## config.mk

```make
export PLATFORM = sky130hd
export DESIGN_NAME = pmem_arbiter
export DESIGN_NICKNAME = d
export VERILOG_FILES = /design/src/rtl/pmem_arbiter.sv
export SDC_FILE = /design/constraint.sdc
export NUM_CORES = 1
export LEC_CHECK = 0
export ABC_AREA = 1
export CORE_AREA = 2 2 534 536
export DETAILED_ROUTE_END_ITERATION = 10
export DIE_AREA = 0 0 536 538
export PLACE_DENSITY = 0.32
export SETUP_SLACK_MARGIN = 0.4
export SLEW_MARGIN = 20
export SYNTH_ARGS = -nofsm -noshare
export SYNTH_HDL_FRONTEND = slang
export SYNTH_SLANG_ARGS = --single-unit
```

## constraint.sdc

```tcl
create_clock -name clk -period 1.2 [get_ports clk]
set_clock_uncertainty 0.05 [all_clocks]
set_input_delay 0.12 -clock clk [delete_from_list [all_inputs] [get_ports clk]]
set_output_delay 0.12 -clock clk [all_outputs]
set_load 0.03 [all_outputs]
```

## src/rtl/pmem_arbiter.sv

```systemverilog
// Arbitrates icache line fills and dcache fills/writebacks onto one physical-memory port.
// Define PMEM_ARB_ROUND_ROBIN_EN for round-robin arbitration; default is fixed dcache priority.
module pmem_arbiter #(
  parameter int ADDR_W = 32,
  parameter int LINE_W = 256
) (
  input  logic              clk,
  input  logic              rst,
  input  logic              icache_pmem_read,
  input  logic [ADDR_W-1:0] icache_pmem_address,
  output logic [LINE_W-1:0] icache_pmem_rdata,
  output logic              icache_pmem_resp,
  input  logic              dcache_pmem_read,
  input  logic              dcache_pmem_write,
  input  logic [ADDR_W-1:0] dcache_pmem_address,
  input  logic [LINE_W-1:0] dcache_pmem_wdata,
  output logic [LINE_W-1:0] dcache_pmem_rdata,
  output logic              dcache_pmem_resp,
  output logic              pmem_read,
  output logic              pmem_write,
  output logic [ADDR_W-1:0] pmem_address,
  output logic [LINE_W-1:0] pmem_wdata,
  input  logic [LINE_W-1:0] pmem_rdata,
  input  logic              pmem_resp
);

  typedef enum logic [2:0] {
    IDLE,
    I_READ,
    D_READ,
    D_WRITE,
    RELEASE
  } state_e;

  state_e            state_q;
  logic              pmem_read_q;
  logic              pmem_write_q;
  logic [ADDR_W-1:0] pmem_address_q;
  logic [LINE_W-1:0] pmem_wdata_q;

  logic d_req;
  logic grant_d;

  assign d_req = dcache_pmem_read | dcache_pmem_write;

`ifdef PMEM_ARB_ROUND_ROBIN_EN
  // Last-granted pointer: 1 = dcache, 0 = icache. Only breaks ties.
  logic last_d_q;
  assign grant_d = d_req & (~icache_pmem_read | ~last_d_q);
`else
  assign grant_d = d_req;
`endif

  // NOTE: all state below uses non-blocking assignments so every register samples
  // the pre-edge values; blocking assignments here would create ordering races.
  always_ff @(posedge clk) begin
    if (rst) begin
      state_q        <= IDLE;
      pmem_read_q    <= 1'b0;
      pmem_write_q   <= 1'b0;
      pmem_address_q <= '0;
      // NOTE: the wide write-data register is a datapath register, not a memory,
      // and is cleared so the pmem side never shows stale data after reset.
      pmem_wdata_q   <= '0;
`ifdef PMEM_ARB_ROUND_ROBIN_EN
      last_d_q       <= 1'b0;
`endif
    end else begin
      case (state_q)
        IDLE: begin
          if (grant_d) begin
            pmem_address_q <= dcache_pmem_address;
`ifdef PMEM_ARB_ROUND_ROBIN_EN
            last_d_q       <= 1'b1;
`endif
            // A simultaneous read and write is illegal; the writeback wins.
            if (dcache_pmem_write) begin
              state_q      <= D_WRITE;
              pmem_write_q <= 1'b1;
              pmem_wdata_q <= dcache_pmem_wdata;
            end else begin
              state_q      <= D_READ;
              pmem_read_q  <= 1'b1;
            end
          end else if (icache_pmem_read) begin
            state_q        <= I_READ;
            pmem_read_q    <= 1'b1;
            pmem_address_q <= icache_pmem_address;
`ifdef PMEM_ARB_ROUND_ROBIN_EN
            last_d_q       <= 1'b0;
`endif
          end
        end
        I_READ, D_READ, D_WRITE: begin
          if (pmem_resp) begin
            state_q      <= RELEASE;
            pmem_read_q  <= 1'b0;
            pmem_write_q <= 1'b0;
          end
        end
        RELEASE: state_q <= IDLE;
        default: state_q <= IDLE;
      endcase
    end
  end

  // Responses pass straight through, gated by grant and suppressed during reset.
  assign icache_pmem_resp  = ~rst & pmem_resp & (state_q == I_READ);
  assign dcache_pmem_resp  = ~rst & pmem_resp & ((state_q == D_READ) | (state_q == D_WRITE));
  assign icache_pmem_rdata = pmem_rdata;
  assign dcache_pmem_rdata = pmem_rdata;

  assign pmem_read    = pmem_read_q;
  assign pmem_write   = pmem_write_q;
  assign pmem_address = pmem_address_q;
  assign pmem_wdata   = pmem_wdata_q;

endmodule

```

Word-level counts from Yosys, hierarchy flattened
Cells that the tools add are included.
- eq/ne operators: 8
- muxes and demuxes: 15
- bitwise logic cells: 6
- reduce and logical (&&, ||, !) cells: 9
- operator list (operator ; number):
    two-way mux 32 bit ; 2
    two-way mux 3 bit ; 3
    AND reduction 4 bit ; 2
    two-way mux 1 bit ; 7
    == test 3 x 2 -> 1 bit (second input constant) ; 2
    inequality test 2 bit (second input constant) ; 3
    inequality test 3 bit (second input constant) ; 2
    one-hot mux 3 bit (2 select lines) ; 1
    one-hot mux 1 bit (2 select lines) ; 2
    AND reduction 2 bit ; 2
    nonzero test 2 bit ; 2
    bitwise AND 1 bit ; 3
    == test 3 x 1 -> 1 bit (second input constant) ; 1
    logical NOT 3 bit ; 1
    AND reduction 3 bit ; 1
    OR reduction 3 bit ; 1
    bitwise OR 1 bit ; 2
    inverter 1 bit ; 1
- register bits: 293
- bits of input ports: 582
- word-level logic and storage cells: 43

Longest topological paths before layout
- word-level depth: 4
- mapped depth: 9
- gate-level depth less buffers: 8

Least setup slack after synthesis
Ideal clock, no wire load.
- path type: input-to-output
- start: in rst
- end: out icache_pmem_resp
- data arrival time: 1375 ps
- required time: 1030 ps
- path slack: -345 ps
- stages: 4
- buffers on the path: 1
- cell sequence: buf_2 -> inv_1 -> nand2_1 -> nor4_1
- cells in the longest elaborated chain, start to end: 3
- ends and longest elaborated chain (what ; RTL line ; source):
    start: declaration ; 8 ; input logic rst,
    inverter 1 bit ; 108 ; assign icache_pmem_resp = ~rst & pmem_resp & (state_q == I_READ);
    bitwise AND 1 bit (2 in a row) ; 108 ;
    end: declaration ; 12 ; output logic icache_pmem_resp,
Every way passes these cells.

Worst setup path after layout
- start: reg state_q[1]
- end: out icache_pmem_resp
- cells in the longest elaborated chain, start to end: 2
- ends and longest elaborated chain (what ; RTL line ; source):
    start: declaration ; 35 ; state_e state_q;
    start signal: assignment ; 58 ; state_q <= IDLE;
    start signal: assignment ; 78 ; state_q <= D_WRITE;
    start signal: assignment ; 82 ; state_q <= D_READ;
    == test 3 x 1 -> 1 bit ; 108 ;
    bitwise AND 1 bit ; 108 ;
Every way passes these cells.

==> impl_metrics.xml <==
<?xml version="1.0" encoding="UTF-8"?>
<metrics>
  <group name="run_status">
    <metric name="run_status" unit="">finished, violations left</metric>
    <metric name="violations_in_the_final_reports" unit="">hold timing, setup timing</metric>
  </group>
  <group name="timing">
    <metric name="final_period_minus_worst_setup_slack" unit="ns">1.78</metric>
    <metric name="final_report_hold_violation_count" unit="">8</metric>
    <metric name="timing_max_transition_violations_final" unit="">0</metric>
    <metric name="slew-limit-headroom" unit="">0.371</metric>
    <metric name="setup_viol" unit="">585</metric>
    <metric name="fin_ws" unit="ns">-0.581</metric>
    <metric name="tightest_slew" unit="ns">0.943</metric>
    <metric name="max_freq" unit="MHz">561</metric>
    <metric name="min_period_over_period" unit="">1.48</metric>
    <metric name="grt_setup_unrepaired" unit="">yes</metric>
    <metric name="fin_worst_hold_slack" unit="ns">-0.0779</metric>
  </group>
  <group name="place">
    <metric name="place_hpwl" unit="microns">140000</metric>
    <metric name="gp_congestion" unit="">0.774</metric>
    <metric name="placedInstanceArea" unit="sq um">24800</metric>
    <metric name="placement.io_buffers" unit="">617</metric>
  </group>
  <group name="synth">
    <metric name="synthDistinctLibCells" unit="">20</metric>
    <metric name="synth.yosys.seq_area_share" unit="">0.389</metric>
    <metric name="ys_dominant_reg_cell" unit="">dfxtp_1</metric>
    <metric name="synth_area" unit="sq um">15100</metric>
    <metric name="post-synth-top-count-cell" unit="">buf_4</metric>
    <metric name="post_synth_main_area_contributors" unit="">dfxtp_1, buf_4, nand2_1</metric>
    <metric name="synth_seq_cells" unit="">293</metric>
    <metric name="synth.largest_area_cell" unit="">dfxtp_1</metric>
    <metric name="yosys-top-cells-count" unit="">buf_4, nand2_1, dfxtp_1, a21oi_1, nand3_1</metric>
    <metric name="synth_edf_count" unit="">0</metric>
    <metric name="synth.yosys.warnings" unit="">0</metric>
    <metric name="synth_top_cell_area_share" unit="">0.389</metric>
    <metric name="synth.net_count" unit="">2516</metric>
    <metric name="average_cell_area_after_synthesis" unit="sq um">7.79</metric>
    <metric name="syn_inst" unit="">1934</metric>
    <metric name="postSynth.asyncResetShare" unit="">0</metric>
  </group>
  <group name="finish">
    <metric name="design_area" unit="sq um">36800</metric>
    <metric name="finish.utilization" unit="">0.130</metric>
    <metric name="ratio_of_cells_with_drive_above_1_in_the_final_layout" unit="">0.646</metric>
    <metric name="final_nets" unit="">3142</metric>
    <metric name="area_growth_from_synthesis_to_final_layout" unit="%">144</metric>
    <metric name="layout.filler_cells" unit="">32000</metric>
  </group>
  <group name="clock_tree">
    <metric name="cts.root.buffer_cell" unit="">clkbuf_16</metric>
    <metric name="clockBufferDepth" unit="">3</metric>
    <metric name="tritoncts" unit="">yes</metric>
    <metric name="clock_sinks" unit="">293</metric>
    <metric name="worst_skew_pair.late_latency" unit="ns">0.64</metric>
    <metric name="clkSlewWorstSetupHoldPaths" unit="ns">0.06</metric>
    <metric name="cts-htree-levels" unit="">2</metric>
    <metric name="cts_made_buffers" unit="">46</metric>
    <metric name="postCtsHoldBufs" unit="">186</metric>
  </group>
  <group name="critical_path">
    <metric name="arrival_time_at_the_worst_endpoint" unit="ns">1.61</metric>
    <metric name="cp_max_fo" unit="">3</metric>
    <metric name="sort_of_element_at_the_end_of_the_critical_path" unit="">output pin</metric>
    <metric name="timing.critical_path.from_type" unit="">register</metric>
    <metric name="critPathKind" unit="">register to output pin</metric>
    <metric name="worstSetupStartpoint" unit="">state_q[1]$_SDFFE_PP0P_</metric>
    <metric name="worstReg2RegStart" unit="">state_q[1]$_SDFFE_PP0P_</metric>
    <metric name="worst-endpoint-required" unit="ns">1.03</metric>
  </group>
  <group name="route">
    <metric name="detail_route.drc_violations" unit="">0</metric>
    <metric name="postRouteWirelength" unit="microns">170000</metric>
    <metric name="dr.first_iter.drc_count" unit="">617</metric>
    <metric name="vias_per_cell" unit="">2.52</metric>
    <metric name="detail_route.first_pass.iterations" unit="">4</metric>
    <metric name="detail-route-antenna-nets" unit="">0</metric>
    <metric name="detailroute.via_count" unit="">16100</metric>
    <metric name="detail_route.wl_per_cell" unit="microns">26.7</metric>
  </group>
  <group name="floorplan">
    <metric name="core.rowCount" unit="">196</metric>
    <metric name="dieArea" unit="sq um">288000</metric>
    <metric name="die_width" unit="microns">536</metric>
    <metric name="io-pin-count" unit="">1386</metric>
    <metric name="fp.dieH" unit="microns">538</metric>
    <metric name="start_util" unit="">0.0532</metric>
    <metric name="core_area" unit="sq um">283000</metric>
  </group>
  <group name="power">
    <metric name="power.internal" unit="uW">34900</metric>
    <metric name="max-vdd-ir-drop" unit="mV">1.06</metric>
    <metric name="power.density" unit="nW/um^2">1510</metric>
    <metric name="power.share.sequential" unit="">0.233</metric>
    <metric name="power.share.combinational" unit="">0.503</metric>
    <metric name="power.static_leakage" unit="uW">0.0132</metric>
    <metric name="share_clk_of_total_power" unit="">0.265</metric>
    <metric name="swShare" unit="">0.371</metric>
    <metric name="net_switching_power" unit="uW">20600</metric>
  </group>
  <group name="global_routing">
    <metric name="antenna_violations_before_repair" unit="">59</metric>
    <metric name="grt_first_pass_wirelength" unit="microns">203000</metric>
    <metric name="grt.overflow.total" unit="">0</metric>
    <metric name="grt_usage" unit="">0.112</metric>
    <metric name="first_global_vias" unit="">16500</metric>
    <metric name="grt_start_max_net_pins" unit="">48</metric>
  </group>
  <group name="run">
    <metric name="max_cap_viol_count" unit="">0</metric>
  </group>
  <group name="min_path">
    <metric name="hold_class" unit="">input pin to register</metric>
    <metric name="timing.hold.worst.start" unit="">dcache_pmem_write</metric>
  </group>
</metrics>
-- flip-flops by register name, indices dropped and copies added (netlist names) --
name and cells:
pmem_write 1, pmem_wdata 256, pmem_read 1, pmem_address 32, state_q 3
-- worst max-delay path: stages, from the launching register on --
cell     delay [ns]
dfxtp_2        0.32
buf_6          0.11
nor4_4         0.23
buf_4          0.16
buf_12         0.13
-- path summary, 6_finish.rpt --
kind | end | slack (ns) | cells past startpoint
worst min register to register | pmem_wdata[31]$_SDFFE_PP0P_ | 0.41 | 2
worst max-delay path | icache_pmem_resp | -0.58 | 4
worst max register to register | pmem_wdata[105]$_SDFFE_PP0P_ | -0.58 | 12
worst min-delay path | pmem_wdata[23]$_SDFFE_PP0P_ | -0.08 | 4
-- stage by stage --
stage / TNS, ns / hold WS (ns) / worst slack [ns] / total power (uW) / instances
2_1_floorplan: -7.98 / 0.219 / -0.0428 / 21800 / 1934
3_3_place_gp: -73.47 / 0.190 / -0.456 / 28900 / 5774
3_5_place_dp: -78.42 / 0.190 / -0.431 / 28800 / 5774
4_1_cts: -199.46 / -0.160 / -0.679 / 53300 / 6198
5_1_grt: -211.47 / -0.109 / -0.660 / 58100 / 6366
6_report: -173.92 / -0.0779 / -0.581 / 55400 / 6370
-- per-layer routing --
layer,global-route usage,vias up,share of wire
met4,0.0389,8,0.037
met5,0,-,0.00032
met1,0.0952,7420,0.29
li1,-,7110,-
met3,0.104,342,0.21
met2,0.183,1204,0.46
-- layout by cell type (no fill, tap or decap), types with 3 or more instances in the layout --
master	n
a21oi_1	93
a21oi_2	168
buf_12	307
buf_16	59
buf_4	228
buf_6	93
buf_8	18
bufinv_16	6
clkbuf_1	7
clkbuf_16	50
clkbuf_8	6
clkdlybuf4s50_1	323
clkinv_2	5
clkinv_4	5
clkinvlp_4	3
dfxtp_2	109
dfxtp_4	184
diode_2	12
dlygate4sd3_1	186
inv_1	6
inv_6	5
nand2_1	124
nand2_2	97
nand2_4	143
nand3_1	120
nand3_2	89
nand3_4	48
nor2_1	48
nor2_2	13
nor2_4	10
o21ai_1	13
o21ai_2	19
-- final cells by class --
| type | instances | area, sq um | share of cell area |
|---|---|---|---|
| antenna | 12 | 30.0 | 0.000817 |
| clock buffer | 59 | 1260 | 0.0343 |
| clock inverter | 25 | 343 | 0.00933 |
| inverter | 11 | 61.3 | 0.00167 |
| multi-input combinational | 989 | 7630 | 0.208 |
| sequential | 293 | 6690 | 0.182 |
| tap | 3762 | 4710 | 0.128 |
| timing repair buffer | 1219 | 16000 | 0.436 |
-- cell families after synthesis --
logic type,synth area share
AOI/OAI and AO/OA,0.0973
buffers and inverters,0.316
DFF,0.389
and+or+nand+nor,0.198
-- what timing repair did --
item,CTS,global route
pin swaps,95,103
setup buffers,102,155
resized for setup,1048,547
endpoints found under the setup margin,585,585
cloned,52,5
hold endpoints to repair,246,11
-- power groups by stage --
stage | clock network (uW) | registers (uW) | logic, uW
2_1_floorplan | 0 | 14300 | 7540
3_3_place_gp | 0 | 12700 | 16100
3_5_place_dp | 0 | 12700 | 16100
4_1_cts | 15300 | 13000 | 25100
5_1_grt | 15600 | 13100 | 29400
6_report | 14700 | 12900 | 27900
(Power assumes the default switching activity.)
